--- config.mk ---
export PLATFORM = sky130hd
export DESIGN_NAME = fifo_rd_burst_unpack_flat
export DESIGN_NICKNAME = d
export VERILOG_FILES = /design/src/rtl/fifo_rd_burst_unpack_pkg.sv /design/src/rtl/fifo_rd_burst_unpack_if.sv /design/src/rtl/fifo_rd_burst_unpack.sv /design/src/flat_wrapper.sv
export SDC_FILE = /design/constraint.sdc
export NUM_CORES = 1
export LEC_CHECK = 0
export ABC_AREA = 0
export BUFFER_PORTS_ARGS = -buffer_cell sky130_fd_sc_hd__buf_2
export CORE_MARGIN = 4
export CORE_UTILIZATION = 40
export DETAILED_ROUTE_END_ITERATION = 7
export GPL_TIMING_DRIVEN = 0
export SYNTH_ARGS = -nofsm -noshare
export SYNTH_HDL_FRONTEND = slang
export SYNTH_SLANG_ARGS = --single-unit
--- constraint.sdc ---
create_clock -name rd_clk -period 134.7 [get_ports rd_clk]
set_input_delay 6.735 -clock rd_clk [delete_from_list [all_inputs] [get_ports rd_clk]]
set_output_delay 6.735 -clock rd_clk [all_outputs]
set_load 0.02 [all_outputs]
--- src/rtl/fifo_rd_burst_unpack_pkg.sv ---
// Shared types and width helpers for the FWFT-FIFO burst reader / word unpacker.
// The FSM state encoding and lane/width arithmetic live here so RTL and bench agree.
package fifo_rd_burst_unpack_pkg;

  typedef enum logic [1:0] {
    ST_IDLE  = 2'd0,
    ST_LOAD  = 2'd1,
    ST_SHIFT = 2'd2
  } state_t;

  localparam int DEF_DSIZE     = 512;
  localparam int DEF_OSIZE     = 64;
  localparam int DEF_BURST_THR = 8;
  localparam int DEF_BURST_LEN = 16;

  // Read-side occupancy width of the upstream FIFO.
  localparam int RCOUNT_W = 9;

  function automatic int lanes_of(input int dsize, input int osize);
    return dsize / osize;
  endfunction

  // Index width that never collapses to zero bits.
  function automatic int idx_width(input int n);
    return (n > 1) ? $clog2(n) : 1;
  endfunction

endpackage

--- src/rtl/fifo_rd_burst_unpack_if.sv ---
// FIFO read port plus beat stream of the burst unpacker, bundled as one interface.
// master = the unpacker's view, slave = the FIFO/consumer environment's view.
interface fifo_rd_burst_unpack_if
  import fifo_rd_burst_unpack_pkg::*;
#(
  parameter int DSIZE = DEF_DSIZE,
  parameter int OSIZE = DEF_OSIZE
);

  // FIFO read side
  logic [DSIZE-1:0]    dout;
  logic                empty;
  logic [RCOUNT_W-1:0] rcount;
  logic                rd_en;
  logic                flush;

  // Beat stream
  logic [OSIZE-1:0]    m_data;
  logic                m_valid;
  logic                m_ready;
  logic                m_last;

  modport master (
    input  dout, empty, rcount, flush, m_ready,
    output rd_en, m_data, m_valid, m_last
  );

  modport slave (
    output dout, empty, rcount, flush, m_ready,
    input  rd_en, m_data, m_valid, m_last
  );

endinterface

--- src/rtl/fifo_rd_burst_unpack.sv ---
// Pops bursts of words from a first-word-fall-through FIFO and emits each word as
// LANES narrow beats, least-significant lane first, with m_last on the burst's final beat.
module fifo_rd_burst_unpack
  import fifo_rd_burst_unpack_pkg::*;
#(
  parameter int DSIZE     = DEF_DSIZE,
  parameter int OSIZE     = DEF_OSIZE,
  parameter int BURST_THR = DEF_BURST_THR,
  parameter int BURST_LEN = DEF_BURST_LEN
) (
  input  logic                   rd_clk,
  input  logic                   rd_rst,
  fifo_rd_burst_unpack_if.master bus,
  output logic                   busy
);

  localparam int LANES  = lanes_of(DSIZE, OSIZE);
  localparam int LANE_W = idx_width(LANES);
  localparam int WL_W   = $clog2(BURST_LEN + 1);

  localparam logic [LANE_W-1:0]   LAST_LANE = LANE_W'(LANES - 1);
  localparam logic [LANE_W-1:0]   LANE_ONE  = LANE_W'(1);
  localparam logic [WL_W-1:0]     ONE_WORD  = WL_W'(1);
  localparam logic [RCOUNT_W-1:0] THR       = RCOUNT_W'(BURST_THR);
  localparam logic [RCOUNT_W-1:0] BLEN      = RCOUNT_W'(BURST_LEN);

  state_t              state, state_nxt;
  logic [LANE_W-1:0]   lane, lane_nxt;
  logic [WL_W-1:0]     words_left, wl_nxt;
  logic [DSIZE-1:0]    hold;

  logic                load_word;
  logic                pop_req;
  logic                shifting;
  logic                handshake;
  logic                at_last_lane;
  logic                final_word;
  logic                start_burst;
  logic [RCOUNT_W-1:0] rc_clip;
  logic [WL_W-1:0]     burst_words;

  // Reset gates every output so nothing leaks out during the reset cycle itself.
  assign shifting     = (state == ST_SHIFT) && !rd_rst;
  assign handshake    = shifting && bus.m_ready;
  assign at_last_lane = (lane == LAST_LANE);
  assign final_word   = (words_left == ONE_WORD);

  assign start_burst  = (bus.rcount >= THR) || (bus.flush && !bus.empty);
  assign rc_clip      = (bus.rcount > BLEN) ? BLEN : bus.rcount;
  // A flush with rcount still reading 0 must still move at least the visible head word.
  assign burst_words  = (rc_clip == '0) ? ONE_WORD : WL_W'(rc_clip);

  // NOTE: every signal assigned in this block gets a default first, so no path
  // through the case statement leaves a value unassigned and infers a latch.
  always_comb begin
    state_nxt = state;
    lane_nxt  = lane;
    wl_nxt    = words_left;
    load_word = 1'b0;
    pop_req   = 1'b0;

    unique case (state)
      ST_IDLE: begin
        if (start_burst) begin
          state_nxt = ST_LOAD;
          wl_nxt    = burst_words;
        end
      end

      ST_LOAD: begin
        if (!bus.empty) begin
          load_word = 1'b1;
          pop_req   = 1'b1;
          lane_nxt  = '0;
          state_nxt = ST_SHIFT;
        end
      end

      ST_SHIFT: begin
        if (handshake) begin
          if (!at_last_lane) begin
            lane_nxt = lane + LANE_ONE;
          end else begin
            lane_nxt = '0;
            wl_nxt   = words_left - ONE_WORD;
            if (final_word) begin
              state_nxt = ST_IDLE;
            end else if (!bus.empty) begin
              // Refill in the same cycle as the last lane drains: no bubble.
              load_word = 1'b1;
              pop_req   = 1'b1;
            end else begin
              state_nxt = ST_LOAD;
            end
          end
        end
      end

      default: state_nxt = ST_IDLE;
    endcase
  end

  // NOTE: sequential state uses non-blocking assignments so all registers update
  // from the same pre-edge values, independent of statement order.
  always_ff @(posedge rd_clk) begin
    if (rd_rst) begin
      state      <= ST_IDLE;
      lane       <= '0;
      words_left <= '0;
    end else begin
      state      <= state_nxt;
      lane       <= lane_nxt;
      words_left <= wl_nxt;
    end
  end

  // NOTE: the wide hold register carries no reset; m_data is forced to zero
  // outside SHIFT and every burst reloads it before its first beat.
  always_ff @(posedge rd_clk) begin
    if (load_word && !rd_rst) begin
      hold <= bus.dout;
    end
  end

  assign bus.rd_en   = pop_req && !bus.empty && !rd_rst;
  assign bus.m_valid = shifting;
  assign bus.m_last  = shifting && at_last_lane && final_word;
  assign bus.m_data  = shifting ? hold[int'(lane)*OSIZE +: OSIZE] : '0;
  assign busy        = (state != ST_IDLE) && !rd_rst;

endmodule
--- src/flat_wrapper.sv ---
// flat-port wrapper written by rule: the top's interface ports become plain ports
module fifo_rd_burst_unpack_flat import fifo_rd_burst_unpack_pkg::*;
#(
  parameter int DSIZE     = DEF_DSIZE,
  parameter int OSIZE     = DEF_OSIZE,
  parameter int BURST_THR = DEF_BURST_THR,
  parameter int BURST_LEN = DEF_BURST_LEN
)
  (rd_clk, rd_rst, busy, bus_dout, bus_empty, bus_rcount, bus_flush, bus_m_ready, bus_rd_en, bus_m_data, bus_m_valid, bus_m_last);
  fifo_rd_burst_unpack_if #(.DSIZE(DSIZE), .OSIZE(OSIZE)) bus_i ();
  input  logic rd_clk;
  input  logic rd_rst;
  output logic busy;
  input wire logic [$bits(bus_i.dout)-1:0] bus_dout;
  input wire logic [$bits(bus_i.empty)-1:0] bus_empty;
  input wire logic [$bits(bus_i.rcount)-1:0] bus_rcount;
  input wire logic [$bits(bus_i.flush)-1:0] bus_flush;
  input wire logic [$bits(bus_i.m_ready)-1:0] bus_m_ready;
  output wire logic [$bits(bus_i.rd_en)-1:0] bus_rd_en;
  output wire logic [$bits(bus_i.m_data)-1:0] bus_m_data;
  output wire logic [$bits(bus_i.m_valid)-1:0] bus_m_valid;
  output wire logic [$bits(bus_i.m_last)-1:0] bus_m_last;
  assign bus_i.dout = bus_dout;
  assign bus_i.empty = bus_empty;
  assign bus_i.rcount = bus_rcount;
  assign bus_i.flush = bus_flush;
  assign bus_i.m_ready = bus_m_ready;
  assign bus_rd_en = bus_i.rd_en;
  assign bus_m_data = bus_i.m_data;
  assign bus_m_valid = bus_i.m_valid;
  assign bus_m_last = bus_i.m_last;
  fifo_rd_burst_unpack #(.DSIZE(DSIZE), .OSIZE(OSIZE), .BURST_THR(BURST_THR), .BURST_LEN(BURST_LEN)) u_core (.rd_clk(rd_clk), .rd_rst(rd_rst), .bus(bus_i), .busy(busy));
endmodule
==> reports/summary.txt, run 1 <==
Status: finished clean
Critical Path RT: 127.97 ns
Async set-reset flop share out of synthesis: 0
Avg Cell Area, Syn: 22.22 um2
Routed len/inst: 24.14 um
Synthesized net count: 1441
Fin Setup TNS: 0 ns
Top cells by area, synth: edfxtp_1 (76%), mux4_2 (14%), mux2i_1 (3.3%)
Met1 global-route usage: 0.2549
Routing usage on met3: 0.05766
Die height: 232.5 um
Vias/cell: 4.977
CTS root buf: clkbuf_16
Pleak: 9.612 nW
Total power density per cell area: 13.79 nW/um2
DRT iter0 DRCs: 657
Ys flop type: edfxtp_1
Longest Clk Path Bufs: 3
Flops & latches, synth: 522
Largest net degree at the start of global routing: 15
Hold Crit Class: flop to flop
Worst skew pair latency: 0.59 ns
Critical-path cell list: buf_2 -> nand2b_1 -> clkbuf_1 -> clkbuf_1 -> nor2_1 -> buf_2
First-pass GRT wire length: 81230 um
Remaining Overflow, GRT: 0
Fmax achieved: 0.06456 GHz
Synth unique cells: 39
Dpl hpwl: 43130 um
Worst Path Buf+Inv: 4
# hold bufs at CTS: 0
Final Hold Violating Endpoints: 0
CP max FO: 10
Max Transition Viols Final: 0
Top cells by count, synth: edfxtp_1 (512), mux4_2 (128), nor2_1 (72), mux2i_1 (66)
Rows: 82
Post-CTS setup buffer count: 0
CP Class: primary input to output pin
Routed WL: 56720 um
Final setup fails: 0
Final WS setup: 119.21 ns
CTS Buf Count: 56
DR vias: 11690
Pin slew with the least headroom to its limit: 1.157 ns
Seq/Total Area, Yosys: 0.7727
Port bufs: 593
Critical path endpoint category: output pin
Initial Util: 0.4034
Tmin final: 15.49 ns
CP Data Arrival Time: 8.76 ns
Crit-path slowest cell: clkbuf_1
Fin crit share: 0.1150
Initial DRT Pass Iterations: 5
Post_cts resized: 0
Post-synth top area share: 0.7628
Critical Path Max Stage Delay: 0.71 ns
CTS sink cnt: 522
Clock skew: 0.02357 ns
Synth warn: 0
Die X: 232.5 um
GR peak layer: met2
Fillers: 4098
Area of the multi-input gates: 4333 um2
Slew headroom: 0.2285
Area leader, netlist: edfxtp_1
Clock-pin slew on the worst setup and hold paths: 0.06 ns
Fraction of layout cells with a size suffix above 1: 0.5366
Pre-CTS setup slack: 119.14 ns
GR Util met2: 0.3585
Max VDD drop: 0.01197 mV
EDFF count, synth: 512
GP Congestion: 0.8315
Vias in the first global route: 12550
Post-Synthesis Cells: 907
Initial antenna violation count: 21
Reg area: 15570 um2
DR DRC count: 0
Area growth, synth to finish: 30.75%
Maximum Capacitance Violations: 0
Nets@finish: 2157
CTS tree: done
Top delay family on crit path: buffers and inverters
Core Footprint: 49970 um2
# H-tree levels: 2
Total track usage: 0.2051
Die area: 54050 um2
Antenna Violating Nets Remaining: 0
# IOs: 594
RSZ-0062 raised after global routing: no
Area of the mapped netlist: 20160 um2
Count leader, synth: edfxtp_1
Critical path launch point type: primary input
[stage by stage]
| stage | hold WS [ns] | utilization | power (W) | cell area, um2 | cells |
|---|---|---|---|---|---|
| after floorplan | 0.4864 | - | 0.0002085 | 20160 | 907 |
| after global placement | 0.5181 | 0.4796 | 0.0002234 | 23970 | 2172 |
| after detailed placement | 0.5210 | 0.4898 | 0.0002109 | 24470 | 2237 |
| after CTS | 0.5311 | 0.5269 | 0.0003670 | 26330 | 2338 |
| after global routing | 0.5961 | 0.5272 | 0.0003760 | 26340 | 2344 |
| final | 0.5377 | 0.5275 | 0.0003634 | 26360 | 2349 |
[state kept, by name (all words and copies together) (netlist names)]
name / flops
u_core.hold: 512
u_core.words_left: 5
u_core.lane: 3
u_core.state: 2
[placed cells by master, fill, tap and decap left out, types with 3 or more instances in the layout]
| cell type | Yosys | final |
|---|---|---|
| diode_2 | 0 | 11 |
| buf_1 | 10 | 10 |
| edfxtp_1 | 512 | 512 |
| mux2i_1 | 66 | 66 |
| clkinv_1 | 0 | 11 |
| nor2_1 | 72 | 72 |
| ha_1 | 8 | 8 |
| a21oi_1 | 10 | 10 |
| buf_6 | 1 | 5 |
| buf_2 | 12 | 605 |
| nand3_1 | 3 | 3 |
| bufinv_16 | 0 | 9 |
| a31o_2 | 3 | 3 |
| clkbuf_16 | 0 | 56 |
| clkinv_2 | 0 | 5 |
| buf_4 | 10 | 71 |
| mux4_2 | 128 | 128 |
| nor3_1 | 3 | 3 |
| dfxtp_1 | 10 | 10 |
| nand2b_1 | 4 | 4 |
| inv_1 | 7 | 7 |
| a21bo_1 | 3 | 3 |
| nand2_1 | 9 | 9 |
| clkbuf_1 | 12 | 26 |
| a31oi_1 | 3 | 3 |
[cells by family (layout without fill, tap and decap cells)]
group	after synthesis	after routing	synth area share
simple gates	104	104	0.02390
other cells	0	11	0
buf+inv	52	811	0.01266
flops	522	522	0.7727
mux	194	194	0.1758
fa+ha+maj	8	8	0.004966
compound gates	27	27	0.009995
[cell type report]
class	count	area share
flip-flops and latches	522	0.5910
multi-input cells	333	0.1644
repair buffers	658	0.1317
clock buffers	71	0.05569
well taps	672	0.03190
clock inverters	30	0.01462
plain buffers	45	0.008688
diodes	11	0.001044
inverters	7	0.0009970
[final timing paths]
check | startpoint | to | slack, ns | cells after the start
worst max-delay path | rd_rst | bus_m_data[57] | 119.21 | 6
worst min-delay path | u_core.words_left[1] | u_core.words_left[1] | 0.54 | 2
worst max register to register | u_core.state[0] | u_core.hold[350] | 130.79 | 15
worst min register to register | u_core.words_left[1] | u_core.words_left[1] | 0.54 | 2
[routing by layer]
metal	routed length, um	share of wire
met3	4543	0.080
met1	21630	0.38
met2	29470	0.52
met4	950	0.017
met5	125	0.0022
[where the power goes]
group / total [W] / switching (W) / internal [W]
Clock: 0.000156 / 0.0000621 / 0.0000939
Combinational: 0.0000219 / 0.0000108 / 0.0000111
Sequential: 0.000185 / 0.00000130 / 0.000184
Total: 0.000363 / 0.0000742 / 0.000289
[worst reg2reg max path, stage by stage, from the launching register on]
cell and delay (ns):
dfxtp_1 0.33, inv_1 0.10, ha_1 0.28, nand2b_1 0.10, inv_1 0.11, a41oi_1 0.17
nor4b_2 0.71, buf_6 0.24, buf_4 0.18, buf_4 0.20, buf_4 0.20, buf_4 0.20
buf_4 0.20, buf_4 0.20, buf_4 0.20, buf_4 0.21
Power figures use the tool's default switching activity.
==> run 2: changes to the inputs <==
--- a/config.mk
+++ b/config.mk
@@ -11,6 +11,7 @@
 export CORE_UTILIZATION = 40
 export DETAILED_ROUTE_END_ITERATION = 7
 export GPL_TIMING_DRIVEN = 0
+export PLACE_DENSITY = 0.67
 export SYNTH_ARGS = -nofsm -noshare
 export SYNTH_HDL_FRONTEND = slang
 export SYNTH_SLANG_ARGS = --single-unit
==> constraint.sdc (replaced) <==
create_clock -name rd_clk -period 13.7 [get_ports rd_clk]
set_input_delay 0.685 -clock rd_clk [delete_from_list [all_inputs] [get_ports rd_clk]]
set_output_delay 0.685 -clock rd_clk [all_outputs]
set_load 0.02 [all_outputs]
==> reports/summary.txt, run 2 (synthesized netlist as in run 1, its figures left out) <==
Port bufs: 593 (unchanged)
Remaining Overflow, GRT: 0 (unchanged)
Die X: 232.5 um (unchanged)
CTS tree: done
DRT iter0 DRCs: 961 (+46%)
Fraction of layout cells with a size suffix above 1: 0.5287 (-0.007886)
Largest net degree at the start of global routing: 18 (+3)
Hold WS: 0.2566 ns (-0.2811 ns)
Critical Path RT: 13.02 ns (-114.95 ns)
DR DRC count: 0 (unchanged)
Max FFs per register: 512 (unchanged)
DR top layer: met5
RSZ-0062 raised after global routing: no
Post-Route M1 WL: 20480 um (-5.3%)
# hold bufs at CTS: 0 (unchanged)
Reg2Reg Depth: 13 (-2)
Fmax achieved: 0.2657 GHz
Routed WL: 55730 um (-1.7%)
Max VDD drop: 0.09518 mV (+700%)
CTS root buf: clkbuf_16
CP Class: flop to output pin
Status: finished clean
Total power density per cell area: 131.9 nW/um2 (+860%)
WL met2: 28620 um (-2.9%)
# IOs: 594 (unchanged)
HP Start: bus_dout[491]
Die height: 232.5 um (unchanged)
Slew headroom: 0.3141 (+0.08552)
Initial DRT Pass Iterations: 7 (+2)
Routed len/inst: 23.95 um (-0.80%)
Total track usage: 0.1987 (-0.006427)
Core Footprint: 49970 um2 (unchanged)
Dpl hpwl: 41940 um (-2.8%)
Most common cell after layout, fill and taps aside: buf_2
Hold Crit Class: primary input to flop
Critical path endpoint category: output pin
Clock-pin slew on the worst setup and hold paths: 0.06 ns (about the same)
Biggest regs: u_core.hold (512), u_core.words_left (5), u_core.lane (3)
CP Data Arrival Time: 3.08 ns (-5.68 ns)
Tmin final: 3.764 ns
Area growth, synth to finish: 30.16%
# H-tree levels: 2 (unchanged)
Worst skew pair latency: 0.60 ns (about the same)
Clock skew: 0.02800 ns (+0.004431 ns)
Nets@finish: 2125 (-1.5%)
DR vias: 11760 (+0.56%)
Die area: 54050 um2 (unchanged)
Post_cts resized: 0 (unchanged)
Post-CTS setup buffer count: 0 (unchanged)
Maximum Capacitance Violations: 0 (unchanged)
CTS Buf Count: 53 (-5.4%)
Worst setup startpoint: u_core.state[0]
Pleak: 9.436 nW (-1.8%)
Antenna Violating Nets Remaining: 0 (unchanged)
Most frequent cells in the layout: buf_2 (605), edfxtp_1 (512), mux4_2 (128), nor2_1 (72), mux2i_1 (66)
Rows: 82 (unchanged)
WHS Path Cells: 1 (-1)
Pin slew with the least headroom to its limit: 1.029 ns (-0.1283 ns)
Vias in the first global route: 12620 (+0.61%)
Final setup fails: 0 (unchanged)
Longest Clk Path Bufs: 3 (unchanged)
Max Transition Viols Final: 0 (unchanged)
GP Congestion: 0.8485 (+2.0%)
Initial Util: 0.4034 (unchanged)
Vias/cell: 5.053 (+1.5%)
CP max FO: 10 (unchanged)
Initial antenna violation count: 24 (+14%)
First-pass GRT wire length: 78790 um (-3.0%)
Critical path launch point type: flop
Reg2reg start: u_core.words_left[1]
Fin crit share: 0.2747
Most flops, register: u_core.hold
Wire length on met3: 5108 um (+12%)
Final Hold Violating Endpoints: 0 (unchanged)
CTS sink cnt: 522 (unchanged)
Fin Setup TNS: 0 ns (unchanged)
## run 2: final cells by class
cell class	count	area [um2]
diodes	19	47.55
plain buffers	45	229.0
clock buffers	70	1431
clock inverters	30	276.5
fillers	4010	23730
inverters	7	31.28
multi-input cells	333	4368
flip-flops and latches	522	15570
well taps	672	840.8
repair buffers	629	3437
## run 2: power breakdown
| group | internal [W] | leakage [nW] | switching [W] | total, W |
|---|---|---|---|---|
| registers | 0.00181 | 4.70 | 0.0000136 | 0.00182 |
| clock network | 0.000814 | 0.827 | 0.000604 | 0.00142 |
| logic | 0.000111 | 3.91 | 0.000109 | 0.000220 |
| total | 0.00274 | 9.44 | 0.000726 | 0.00346 |
## run 2: metal layers
metal,vias up,global-route usage
met5,-,0
met4,10,0.07116
met3,95,0.05607
met2,557,0.3390
met1,5919,0.2436
li1,5177,-
## run 2: worst max-delay path, stage by stage, from the launching register on
cell and delay, ns:
dfxtp_1 0.36, inv_1 0.09, ha_1 0.31, nand2b_4 0.13, clkbuf_1 0.60, clkbuf_1 0.63, nor2_1 0.18, buf_2 0.21
## run 2: path summary, 6_finish.rpt
kind | slack [ns] | end
min reg2reg | 0.55 | u_core.words_left[1]
min | 0.26 | u_core.hold[491]
max reg2reg | 10.19 | u_core.hold[29]
max | 9.94 | bus_m_data[53]
## run 2: stage by stage
| stage | instances | utilization | area [um2] | total power (W) | worst slack, ns |
|---|---|---|---|---|---|
| after floorplan | 907 | - | 20200 | 0.001980 | -4.015 |
| final | 2327 | 0.5251 | 26240 | 0.003462 | 9.936 |
| after CTS | 2308 | 0.5241 | 26190 | 0.003492 | 9.764 |
| after global routing | 2324 | 0.5249 | 26230 | 0.003585 | 9.659 |
| after detailed placement | 2208 | 0.4900 | 24480 | 0.002078 | 10.03 |
| after global placement | 2172 | 0.4806 | 24010 | 0.002097 | -9.412 |
==> run 3: changes to the inputs <==
==> constraint.sdc (replaced) <==
create_clock -name rd_clk -period 3.45 [get_ports rd_clk]
set_input_delay 0.1725 -clock rd_clk [delete_from_list [all_inputs] [get_ports rd_clk]]
set_output_delay 0.1725 -clock rd_clk [all_outputs]
set_load 0.02 [all_outputs]
==> reports/summary.txt, run 3 <==
Status: stopped before the end
Failing step: clock tree synthesis (4_1_cts)
Log Error: [ERROR RSZ-0060] Max buffer count reached.
Async set-reset flop share out of synthesis: 0 (unchanged)
EDFF count, synth: 512 (unchanged)
Count leader, synth: edfxtp_1
Top cells by count, synth: edfxtp_1 (512), mux4_2 (128), nor2_1 (72), mux2i_1 (66)
GP Congestion: 0.8308 (-2.1%)
CTS root buf: clkbuf_16
Pre-CTS setup slack: -0.5831 ns (-10.61 ns)
Post_cts resized: 3 (+3)
Flops & latches, synth: 522 (unchanged)
Synth unique cells: 39 (unchanged)
Area of the mapped netlist: 20160 um2 (unchanged)
# IOs: 594 (unchanged)
CTS Buf Count: 54 (+1.9%)
Seq/Total Area, Yosys: 0.7727 (unchanged)
CTS sink cnt: 522 (unchanged)
Post-CTS setup buffer count: 1 (+1)
Initial Util: 0.4034 (unchanged)
Rows: 82 (unchanged)
Synthesized net count: 1441 (unchanged)
Ys flop type: edfxtp_1
Avg Cell Area, Syn: 22.22 um2 (unchanged)
Longest Clk Path Bufs: 3 (unchanged)
Dpl hpwl: 41830 um (-0.27%)
Port bufs: 593 (unchanged)
Post-Synthesis Cells: 907 (unchanged)
Post-synth top area share: 0.7628 (unchanged)
Synth warn: 0 (unchanged)
Area leader, netlist: edfxtp_1
Die height: 232.5 um (unchanged)
Top cells by area, synth: edfxtp_1 (76%), mux4_2 (14%), mux2i_1 (3.3%)
# hold bufs at CTS: 462 (+462)
Die X: 232.5 um (unchanged)
# H-tree levels: 2 (unchanged)
Placed inst area: 24510 um2 (+0.12%)
run 3: cell families after synthesis:
kind of cell / share of synthesized area
compound gates: 0.009995
fa+ha+maj: 0.004966
buf+inv: 0.01266
flops: 0.7727
mux: 0.1758
simple gates: 0.02390
run 3: through the flow:
stage               hold WS [ns]  cells
floorplan                 0.2378    907
global placement          0.3488   2172
detailed placement        0.3506   2207
==> run 4: changes to the inputs <==
--- a/config.mk
+++ b/config.mk
@@ -8,10 +8,10 @@
 export ABC_AREA = 0
 export BUFFER_PORTS_ARGS = -buffer_cell sky130_fd_sc_hd__buf_2
 export CORE_MARGIN = 4
-export CORE_UTILIZATION = 40
+export CORE_UTILIZATION = 25
 export DETAILED_ROUTE_END_ITERATION = 7
 export GPL_TIMING_DRIVEN = 0
-export PLACE_DENSITY = 0.67
+export PLACE_DENSITY_LB_ADDON = 0.15
 export SYNTH_ARGS = -nofsm -noshare
 export SYNTH_HDL_FRONTEND = slang
 export SYNTH_SLANG_ARGS = --single-unit
==> constraint.sdc (replaced) <==
create_clock -name rd_clk -period 4.5 [get_ports rd_clk]
set_input_delay 0.225 -clock rd_clk [delete_from_list [all_inputs] [get_ports rd_clk]]
set_output_delay 0.225 -clock rd_clk [all_outputs]
set_load 0.02 [all_outputs]
==> reports/summary.txt, run 4 (synthesized netlist as in run 1, its figures left out) <==
Status: finished clean
Pleak: 11.71 nW
WHS Path Cells: 4
FF-to-FF End: u_core.hold[91]
Layout Utilization: 0.4042
Largest net degree at the start of global routing: 17
RSZ-0062 raised after global routing: no
HP Start: bus_rcount[3]
Remaining Overflow, GRT: 0
Design Area, Final: 32090 um2
Area growth, synth to finish: 59.21%
Die height: 292.0 um (+26%)
Routed len/inst: 20.77 um
Reg2reg setup slack: 0.41 ns
Vias in the first global route: 15590
Worst skew pair latency: 0.61 ns
Port bufs: 593 (unchanged)
Fin crit share: 0.9090
First-pass GRT wire length: 98560 um
Fraction of layout cells with a size suffix above 1: 0.4074
Most common cell after layout, fill and taps aside: buf_2
DR vias: 13490
DR DRC count: 0
Tmin final: 4.091 ns
Placed inst area: 25010 um2 (+2.0%)
Clock-pin slew on the worst setup and hold paths: 0.06 ns
Nets@finish: 2655
CTS Buf Count: 60 (+11%)
Total power: 0.01131 W
Antenna Violating Nets Remaining: 0
Total track usage: 0.1533
CTS sink cnt: 522 (unchanged)
Reg2reg start: u_core.lane[1]
Reg area: 15580 um2
Hold WS: 0.09396 ns
CP max FO: 16
Reg2Reg Depth: 14
DRT iter0 DRCs: 600
Critical Path RT: 4.81 ns
Final setup fails: 0
Slew headroom: 0.1435
Hold Crit Class: primary input to flop
Critical path launch point type: flop
Dpl hpwl: 48640 um (+16%)
Clock skew: 0.009288 ns
Pin slew with the least headroom to its limit: 1.285 ns
Hold EP: u_core.words_left[3]
Max FFs per register: 512
Most frequent cells in the layout: buf_2 (605), dlygate4sd3_1 (519), edfxtp_1 (512), mux4_2 (128), nor2_1 (72)
Initial antenna violation count: 12
Die X: 292.0 um (+26%)
# H-tree levels: 2 (unchanged)
# IOs: 594 (unchanged)
CTS root buf: clkbuf_16
Max VDD drop: 0.2717 mV
Most flops, register: u_core.hold
Fillers: 7388
Routed WL: 66970 um
Rows: 103 (+26%)
Initial Util: 0.2539 (-0.1495)
Initial DRT Pass Iterations: 5
Die area: 85230 um2
Area of the multi-input gates: 4387 um2
Final Hold Violating Endpoints: 0
CTS tree: done
Critical path endpoint category: flop
Fmax achieved: 0.2445 GHz
Total power density per cell area: 352.3 nW/um2
Longest Clk Path Bufs: 3 (unchanged)
CP Data Arrival Time: 4.40 ns
CP Class: flop to flop
Maximum Capacitance Violations: 0
Biggest regs: u_core.hold (512), u_core.words_left (5), u_core.lane (3)
GP Congestion: 0.7761 (-6.6%)
Max Transition Viols Final: 0
Core Footprint: 79390 um2
Vias/cell: 4.183
run 4: worst max path at each step:
stage | end | from | cells after the start
floorplan | u_core.hold[0] | u_core.words_left[1] | 5
global placement | u_core.hold[32] | u_core.lane[1] | 4
detailed placement | u_core.hold[91] | u_core.lane[1] | 14
CTS | u_core.hold[91] | u_core.lane[1] | 14
global route | u_core.hold[91] | u_core.lane[1] | 14
finish | u_core.hold[91] | u_core.lane[1] | 14
run 4: power by group:
group          total (W)  internal (W)  switching [W]
logic            0.00106      0.000637       0.000425
registers        0.00555       0.00552      0.0000392
clock network    0.00469       0.00274        0.00195
run 4: layout make-up:
type / count / area share
Timing Repair Buffer: 1152 / 0.2700
Clock inverter: 37 / 0.009669
Clock buffer: 69 / 0.04850
Multi-Input combinational cell: 333 / 0.1367
Buffer: 45 / 0.007135
Antenna cell: 9 / 0.0007018
Tap cell: 1050 / 0.04094
Inverter: 7 / 0.0008968
Sequential cell: 522 / 0.4854
run 4: through the flow:
| step | setup slack, ns | cells | setup TNS [ns] |
|---|---|---|---|
| finish | 0.4093 | 3224 | 0 |
| global route | 0.09631 | 3219 | 0 |
| CTS | 0.3393 | 3215 | 0 |
| detailed placement | 0.3330 | 2590 | 0 |
| global placement | -19.79 | 2550 | - |
| floorplan | -13.03 | 907 | -6672.74 |
run 4: repair_timing:
item,4_1_cts,5_1_grt
hold buffers,519,0
gates resized for setup,0,0
hold endpoints to repair,516,0
setup buffers,0,0
run 4: critical path, stage by stage (launching register included):
cell and delay, ns:
dfxtp_1 0.36, ha_1 0.16, ha_1 0.29, a41oi_4 0.16, nor4b_4 0.78, buf_8 0.24, buf_8 0.17, buf_6 0.20
buf_6 0.22, buf_8 0.17, buf_8 0.17, buf_6 0.20, buf_6 0.21, buf_6 0.18, buf_6 0.21
run 4: per-layer routing:
layer / track usage / up-vias / share of wire
li1: - / 6214 / -
met1: 0.1863 / 6730 / 0.40
met2: 0.2769 / 451 / 0.52
met3: 0.03461 / 90 / 0.055
met4: 0.03587 / 0 / 0.020
met5: 0 / - / 0
